$ cat src/rtl/mem_stage_pkg.sv
// mem_stage_pkg: bus widths, one-hot load-op bit positions and MEM state encoding
package mem_stage_pkg;
   localparam int RF_W  = 38;
   localparam int CSR_W = 79;
   localparam int EXC_W = 7;
   localparam int FWD_W = 39;
   localparam int LD_B  = 0;
   localparam int LD_BU = 1;
   localparam int LD_H  = 2;
   localparam int LD_HU = 3;
   localparam int LD_W  = 4;
   typedef enum logic [1:0] {ST_IDLE = 2'd0, ST_WAIT = 2'd1, ST_HOLD = 2'd2} mem_state_t;
endpackage

$ cat src/rtl/mem_stage_load_ext.sv
// load_ext: selects and extends the loaded byte/halfword/word; non-loads yield 0
module load_ext
   import mem_stage_pkg::*;
(
   input  logic [4:0]  ld_op,
   input  logic [1:0]  addr,
   input  logic [31:0] rdata,
   output logic [31:0] wdata
);
   logic [7:0]  b;
   logic [15:0] h;
   assign b = rdata[{addr, 3'b000} +: 8];
   assign h = addr[1] ? rdata[31:16] : rdata[15:0];
   assign wdata = ld_op[LD_B]  ? {{24{b[7]}}, b}  :
                  ld_op[LD_BU] ? {24'd0, b}        :
                  ld_op[LD_H]  ? {{16{h[15]}}, h} :
                  ld_op[LD_HU] ? {16'd0, h}        :
                  ld_op[LD_W]  ? rdata             : 32'd0;
endmodule

$ cat src/rtl/mem_stage.sv
// mem_stage: LoongArch MEM stage; waits for data responses and drops those of flushed requests.
// MEM_LOAD_FWD_EN: forward extended load data in its data_ok cycle instead of stalling decode.
module mem_stage
   import mem_stage_pkg::*;
(
   input  logic             clk,
   input  logic             reset,
   output logic             mem_allowin,
   input  logic             ex_to_mem_valid,
   input  logic [31:0]      ex_pc,
   input  logic [RF_W-1:0]  ex_rf_all,
   input  logic [4:0]       ex_ld_op,
   input  logic             ex_mem_req,
   input  logic [CSR_W-1:0] ex_csr_rf,
   input  logic [EXC_W-1:0] ex_exc_rf,
   input  logic [31:0]      ex_fault_vaddr,
   input  logic             data_sram_req,
   input  logic             data_sram_addr_ok,
   input  logic             data_sram_data_ok,
   input  logic [31:0]      data_sram_rdata,
   input  logic             wb_allowin,
   input  logic             cancel_exc_ertn,
   output logic             mem_to_wb_valid,
   output logic [31:0]      mem_pc,
   output logic [RF_W-1:0]  mem_rf_all,
   output logic [CSR_W-1:0] mem_csr_rf,
   output logic [EXC_W-1:0] mem_exc_rf,
   output logic [31:0]      mem_fault_vaddr,
   output logic [FWD_W-1:0] mem_fwd,
   output logic             mem_exc_block
);
   mem_state_t      st, st_nxt;
   logic            mem_valid;
   logic [RF_W-1:0] mem_rf;
   logic [4:0]      mem_ld_op;
   logic            mem_ex_mem_req;
   logic [1:0]      out_cnt, dis_cnt, out_nxt;
   logic [31:0]     rdata_buf, ld_src, ext_data, rf_wdata;
   logic            need_data, req_hs, dok_acc, ready_go, capture, data_pending, fwd_we;

   assign req_hs    = data_sram_req & data_sram_addr_ok;
   assign out_nxt   = out_cnt + {1'b0, req_hs} - {1'b0, data_sram_data_ok};
   // a response is ours only once every flushed request has drained
   assign dok_acc   = data_sram_data_ok & (dis_cnt == 2'd0);
   assign need_data = mem_ex_mem_req & ~|mem_exc_rf;
   assign ready_go  = ~need_data | (st == ST_HOLD) | ((st == ST_WAIT) & dok_acc);
   assign mem_allowin     = ~mem_valid | (ready_go & wb_allowin);
   assign mem_to_wb_valid = mem_valid & ready_go & ~cancel_exc_ertn;
   assign capture   = ex_to_mem_valid & mem_allowin;

   always_comb begin
      st_nxt = cancel_exc_ertn ? ST_IDLE :
               mem_allowin ? ((capture & ex_mem_req & ~|ex_exc_rf) ? ST_WAIT : ST_IDLE) :
               ((st == ST_WAIT) & dok_acc) ? ST_HOLD : st;
   end

   always_ff @(posedge clk) begin
      if (reset) begin
         st              <= ST_IDLE;
         mem_valid       <= 1'b0;
         out_cnt         <= 2'd0;
         dis_cnt         <= 2'd0;
         rdata_buf       <= 32'd0;
         mem_pc          <= 32'd0;
         mem_rf          <= '0;
         mem_ld_op       <= 5'd0;
         mem_ex_mem_req  <= 1'b0;
         mem_csr_rf      <= '0;
         mem_exc_rf      <= '0;
         mem_fault_vaddr <= 32'd0;
      end else begin
         st        <= st_nxt;
         out_cnt   <= out_nxt;
         dis_cnt   <= cancel_exc_ertn ? out_nxt :
                      (data_sram_data_ok & (dis_cnt != 2'd0)) ? dis_cnt - 2'd1 : dis_cnt;
         mem_valid <= cancel_exc_ertn ? 1'b0 : mem_allowin ? ex_to_mem_valid : mem_valid;
         if (capture) begin
            mem_pc          <= ex_pc;
            mem_rf          <= ex_rf_all;
            mem_ld_op       <= ex_ld_op;
            mem_ex_mem_req  <= ex_mem_req;
            mem_csr_rf      <= ex_csr_rf;
            mem_exc_rf      <= ex_exc_rf;
            mem_fault_vaddr <= ex_fault_vaddr;
         end
         if ((st == ST_WAIT) & dok_acc)
            rdata_buf <= data_sram_rdata;
      end
   end

   assign ld_src = (st == ST_HOLD) ? rdata_buf : data_sram_rdata;

   load_ext u_load_ext (
      .ld_op (mem_ld_op),
      .addr  (mem_rf[1:0]),
      .rdata (ld_src),
      .wdata (ext_data)
   );

   assign rf_wdata = |mem_ld_op ? ext_data : mem_rf[31:0];
   assign fwd_we   = mem_valid & mem_rf[37] & ~|mem_exc_rf;
`ifdef MEM_LOAD_FWD_EN
   assign data_pending = mem_valid & (st == ST_WAIT) & ~dok_acc;
`else
   assign data_pending = mem_valid & |mem_ld_op;
`endif
   assign mem_rf_all    = {mem_rf[37:32], rf_wdata};
   assign mem_fwd       = {data_pending, fwd_we, mem_rf[36:32], rf_wdata};
   assign mem_exc_block = mem_valid & |mem_exc_rf;
endmodule
$ cat config.mk
export PLATFORM = sky130hd
export DESIGN_NAME = mem_stage
export DESIGN_NICKNAME = d
export VERILOG_FILES = /design/src/rtl/mem_stage_pkg.sv /design/src/rtl/mem_stage_load_ext.sv /design/src/rtl/mem_stage.sv
export SDC_FILE = /design/constraint.sdc
export NUM_CORES = 1
export LEC_CHECK = 0
export BUFFER_PORTS_ARGS = -buffer_cell sky130_fd_sc_hd__buf_2
export CORE_AREA = 2 2 181 183
export CTS_CLUSTER_SIZE = 10
export DETAILED_ROUTE_END_ITERATION = 8
export DIE_AREA = 0 0 183 185
export PLACE_DENSITY = 0.55
export SLEW_MARGIN = 20
export SYNTH_ARGS = -nofsm -noshare
export SYNTH_HDL_FRONTEND = slang
export SYNTH_SLANG_ARGS = --single-unit
$ cat constraint.sdc
create_clock -name clk -period 5.75 [get_ports clk]
set_input_delay 0.575 -clock clk [delete_from_list [all_inputs] [get_ports clk]]
set_output_delay 0.575 -clock clk [all_outputs]
set_load 0.1 [all_outputs]
==> After elaboration in Yosys (flattened, before gate mapping) <==
Cells that the tools add are included.
{ "totals": {"regBits": 233, "input_bits": 234, "out_inout_bits": 230, "elab_cells": 62} }
{ "classes": {"addsub": 3, "eq_ne": 2, "shift": 1, "muxes": 13, "n_bitwise": 21, "n_reduce_logical": 10} }
{ "op_table": {"columns": ["cell", "count"], "rows": [
  ["$mux 32", 7],
  ["$shiftx 32x6->8", 1],
  ["$mux 16", 1],
  ["$and 1x1->1", 15],
  ["$reduce_or 7->1", 2],
  ["$mux 2", 4],
  ["$reduce_bool 2->1", 3],
  ["$reduce_or 5->1", 1],
  ["$not 1->1", 3],
  ["$or 1x1->1", 3],
  ["$add 2x1->2", 1],
  ["$eq 2x1->1 const B", 1],
  ["$eq 2x2->1 const B", 1],
  ["$logic_not 1->1", 2],
  ["$logic_not 2->1", 1],
  ["$reduce_or 2->1", 1],
  ["$sub 2x1->2", 1],
  ["$sub 2x1->2 const B", 1],
  ["$mux 1", 1]
]} }

==> Logic depth before layout (Yosys ltp) <==
{ "logic_depth": {"ltp_word": 13, "depth_mapped": 10, "mapped_depth_nobuf": 8} }

==> Cells and area by module <==
A second synthesis with hierarchy kept.
{ "unflattened": {"cells_unflattened": 1270, "hier_area_um2": 10039.6} }
{ "by_module_without_submodules": {"columns": ["mod", "instances", "cells_each", "area_per_inst_um2", "seq_area_each_um2"], "rows": [
  ["mem_stage", 1, 1154, 9303.9, 4664.5],
  ["load_ext", 1, 116, 735.7, 0.0]
]} }

==> Least setup slack after synthesis <==
No wires, ideal clock.
{ "synth_path": {"path_type": "reg-to-output", "startpoint": "register mem_rf[1]", "endpoint": "output mem_rf_all[1]", "t_arrival_ns": 5.268, "required_ns": 5.175, "slack_ns": -0.093, "path_stages_with_launch": 6, "n_path_buf": 3, "path_cell_list": "dfxtp_1 -> buf_2 -> clkinv_1 -> buf_1 -> o311ai_0 -> buf_4"} }
{ "synth_via": {"elab_chain_cells": 6, "word_cells_on_any_way": 7, "cone_classes": "shift: 1; mux: 6"} }
{ "synth_rtl": {"columns": ["item", "line", "text"], "rows": [
  ["start, declared", "mem_stage.sv:34", "logic [RF_W-1:0] mem_rf;"],
  ["start signal, assigned", "mem_stage.sv:79", "mem_rf <= ex_rf_all;"],
  ["branches (longest 5 deep; another with $shiftx 32x6->8)", null, null],
  ["$mux 32 *", "mem_stage.sv:100", "assign rf_wdata = |mem_ld_op ? ext_data : mem_rf[31:0];"],
  ["end, declared", "mem_stage.sv:25", "output logic [RF_W-1:0] mem_rf_all,"]
]} }
Every way passes the cells marked *.

==> Worst setup path in the final report <==
{ "layout_path": {"startpoint": "register st[0]", "endpoint": "output mem_rf_all[16]"} }
{ "layout_via": {"elab_chain_cells": 8, "word_cells_on_any_way": 10, "cone_classes": "eq/ne: 1; shift: 1; mux: 8"} }
{ "layout_rtl": {"columns": ["item", "line", "text"], "rows": [
  ["start, declared", "mem_stage.sv:32", "mem_state_t st, st_nxt;"],
  ["start signal, assigned", "mem_stage.sv:72", "st <= st_nxt;"],
  ["$eq 2x2->1 *", "mem_stage.sv:91", "assign ld_src = (st == ST_HOLD) ? rdata_buf : data_sram_rdata;"],
  ["$mux 32 *", "mem_stage.sv:91", null],
  ["branches (longest 4 deep; another with $shiftx 32x6->8)", null, null],
  ["$mux 32 *", "mem_stage_load_ext.sv:14", "assign wdata = ld_op[LD_B] ? {{24{b[7]}}, b} :"],
  ["$mux 32 *", "mem_stage.sv:100", null]
]} }
Marked as above.

==> flow_summary.ini <==
[routing]
routed_wl_um = 35000
via_per_inst = 4.79
wl_per_cell_um = 16.8
dr.first_iter.drc_count = 597
vias = 9956
drtAntennaViolNets = 0
dr.pass1.iters = 5
drcViolationCount = 0

[clock_tree]
cts-buffers-inserted = 28
cts-htree-levels = 1
clock_latency_ns = 0.54
cts_hold_buf = 0
cts_root_buf = clkbuf_16
cts_tree = built
cts_resized = 0
clock_sinks = 233
clockBufferDepth = 3
post_cts_buffers = 0
cts.clk_slew.worst_paths_ns = 0.06

[timing]
hold_viol = 0
setup_slack_ns = 1.99
period_share_pct = 65.3
finalCriticalPeriod_ns = 3.76
setup_viol = 0
setup_tns_ns = 0
drv_slew = 0
worstMarginPinSlew_ns = 0.978
max_freq_mhz = 266
relSlewSlack_pct = 34.8
rsz0062_at_grt = false
fin_skew_ns = 0.00846

[yosys]
synth-async-reset-ratio_pct = 0
synth_fa_ha_area_share_pct = 0.382
ys_seq_area_share_pct = 47.4
syn_area_per_cell_um2 = 7.59
yosys_warnings = 0
synth.net_count = 1533
synthCells = 1296
yosys.area_share.xor_xnor_pct = 0.267
synth_top_family_by_area = simple AND/OR/NAND/NOR gates
synth_cell_type_count = 47
synth-simple-area-share_pct = 22.3
synth_edf_count = 0
synth_ff_type = dfxtp_1
synth_compound_area_share_pct = 16.4
synth-seq-cells = 233
syn-cell-area_mm2 = 0.00983
synth.area.mux_share_pct = 5.18

[placed_design]
portBuffers = 463
pre_cts_slack_ns = 2.51
dpl_cell_area_mm2 = 0.0120
place.gp.congestion = 0.828
place_hpwl_um = 25100

[cells_and_area]
fin_nets = 1898
design_area_mm2 = 0.0128
fillCellCount = 3468
syn_to_final_growth_pct = 30.5
layout-drive-gt1-share_pct = 31.3

[worst_hold_path]
min_path_type = input pin to flop
min_path_cells = 3
holdPathEnd = mem_fault_vaddr[25]
hold_start = ex_fault_vaddr[25]

[setup_path]
r2r-start = dis_cnt[0]
cp_slowest_cell = mux4_2
cp_top_family = simple AND/OR/NAND/NOR gates
crit_type = flop to primary output
startpoint_type = flop
max_stage_delay_ns = 0.60
crit_path_end_kind = primary output
worst-path-buf-inv = 1
crit_arrival_ns = 3.18
reg2regPathDepth = 9
r2r_slack_ns = 2.89
cp.required_ns = 5.18
path_cells = nand2b_4, mux4_2, mux2_2, nand2_4, nand3_1, buf_2
reg2reg_to = mem_fault_vaddr[20]
critPathMaxFanout = 37

[die]
core_area_mm2 = 0.0320
io-pin-count = 464
die_h_um = 185
die-area_mm2 = 0.0339
die_x_um = 183
start_util_pct = 30.7
rows = 66

[power_and_ir_drop]
total_power_mw = 4.92
ir_drop_mv = 0.245
power_leakage_nw = 6.24
power_density_mw_per_mm2 = 383

[run_status]
outcome = finished clean

[flow_run]
cap_violations = 0

[grt]
antenna_found_initial = 3
first_global_vias = 9193
grt_max_degree = 157
grt_overflow = 0
grt_pass1_wl_um = 52100
grt_use_total_pct = 19.5
[cells by family (layout without fill, tap and decap cells)]
kind of cell | after synthesis | count (layout)
buf+inv | 147 | 522
other cells | 0 | 1
simple gates | 557 | 557
fa+ha+maj | 3 | 3
xor+xnor | 3 | 3
mux | 47 | 47
flops | 233 | 233
compound gates | 306 | 306
[state kept, by name, indices dropped and copies added (netlist names), 5 cells and up]
name,cells
mem_csr_rf,79
mem_rf,38
mem_fault_vaddr,32
mem_pc,32
rdata_buf,32
mem_exc_rf,7
mem_ld_op,5
[final cells by class]
class	instances	area, um^2	area share, %
Inverter	7	26.3	0.205
Multi-Input combinational cell	916	4390	34.2
Antenna cell	1	2.50	0.0195
Clock inverter	1	5.00	0.0390
Tap cell	408	510	3.98
Clock buffer	39	803	6.26
Sequential cell	233	4660	36.4
Timing Repair Buffer	475	2430	18.9
[cell usage after synthesis, types with 3 or more instances]
library cell  instances  area share, %
a21oi_1             244             12
a22oi_1               9           0.69
buf_2                43            2.2
buf_4                45            3.4
buf_6                 3           0.34
clkbuf_1             48            1.8
dfxtp_1             233             47
ha_1                  3           0.38
inv_1                 6           0.23
mux2i_1              43            4.4
mux4_2                3           0.69
nand2_1             487             19
nand3_1              19           0.97
nor2_1               33            1.3
o21ai_0              24            1.2
o21ai_1               5           0.25
o22ai_1              13           0.83
[worst max path at each step]
stage	endpoint	cells after the start	from
5_1_grt	mem_rf_all[16]	6	st[0]
3_3_place_gp	mem_rf_all[16]	6	st[0]
4_1_cts	mem_rf_all[16]	6	st[0]
2_1_floorplan	mem_rf_all[0]	7	mem_rf[1]
3_5_place_dp	mem_rf_all[16]	6	st[0]
6_report	mem_rf_all[16]	6	st[0]
[power breakdown]
part | internal [mW] | total (mW) | switching [mW]
sequential | 1.70 | 1.75 | 0.0461
clock | 0.949 | 1.61 | 0.661
combinational | 0.253 | 1.56 | 1.31
[cell usage in the layout, fill, tap and decap left out, drive strengths merged, types with 2 or more instances in the layout]
cell type,instances
nand2,488
clkbuf,39
nor2b,2
nor2,33
ha,3
nand3,19
mux4,3
nor4,2
xnor2,2
a22oi,9
or2,2
dfxtp,233
nand2b,3
buf,475
and2,2
o211ai,2
a21oi,244
mux2i,43
o21ai,29
o22ai,13
inv,6
clkinv,2
[metal layers]
layer	up-vias	global-route usage [%]	wire, um
li1	4945	-	-
met2	375	34.6	17600
met3	50	4.74	2610
met4	2	3.90	580
met1	4584	24.0	14200
met5	-	0	11
[worst register-to-register path, cell delays in order, from the launching register on]
cell	delay, ns
dfxtp_1	0.29
inv_1	0.08
ha_1	0.21
nand4b_2	0.11
buf_4	0.26
nand4_1	0.25
o211a_4	0.72
buf_4	0.57
nand2_1	0.15
a21oi_1	0.14
[per-stage QoR]
stage	util, %	hold WS (ns)	std cells
CTS	40.0	0.246	2079
global route	40.0	0.249	2079
floorplan	-	0.433	1296
global placement	37.5	0.439	2039
detailed placement	37.5	0.443	2039
finish	40.0	0.271	2080
Note: power is estimated with default switching activity, not from simulation.
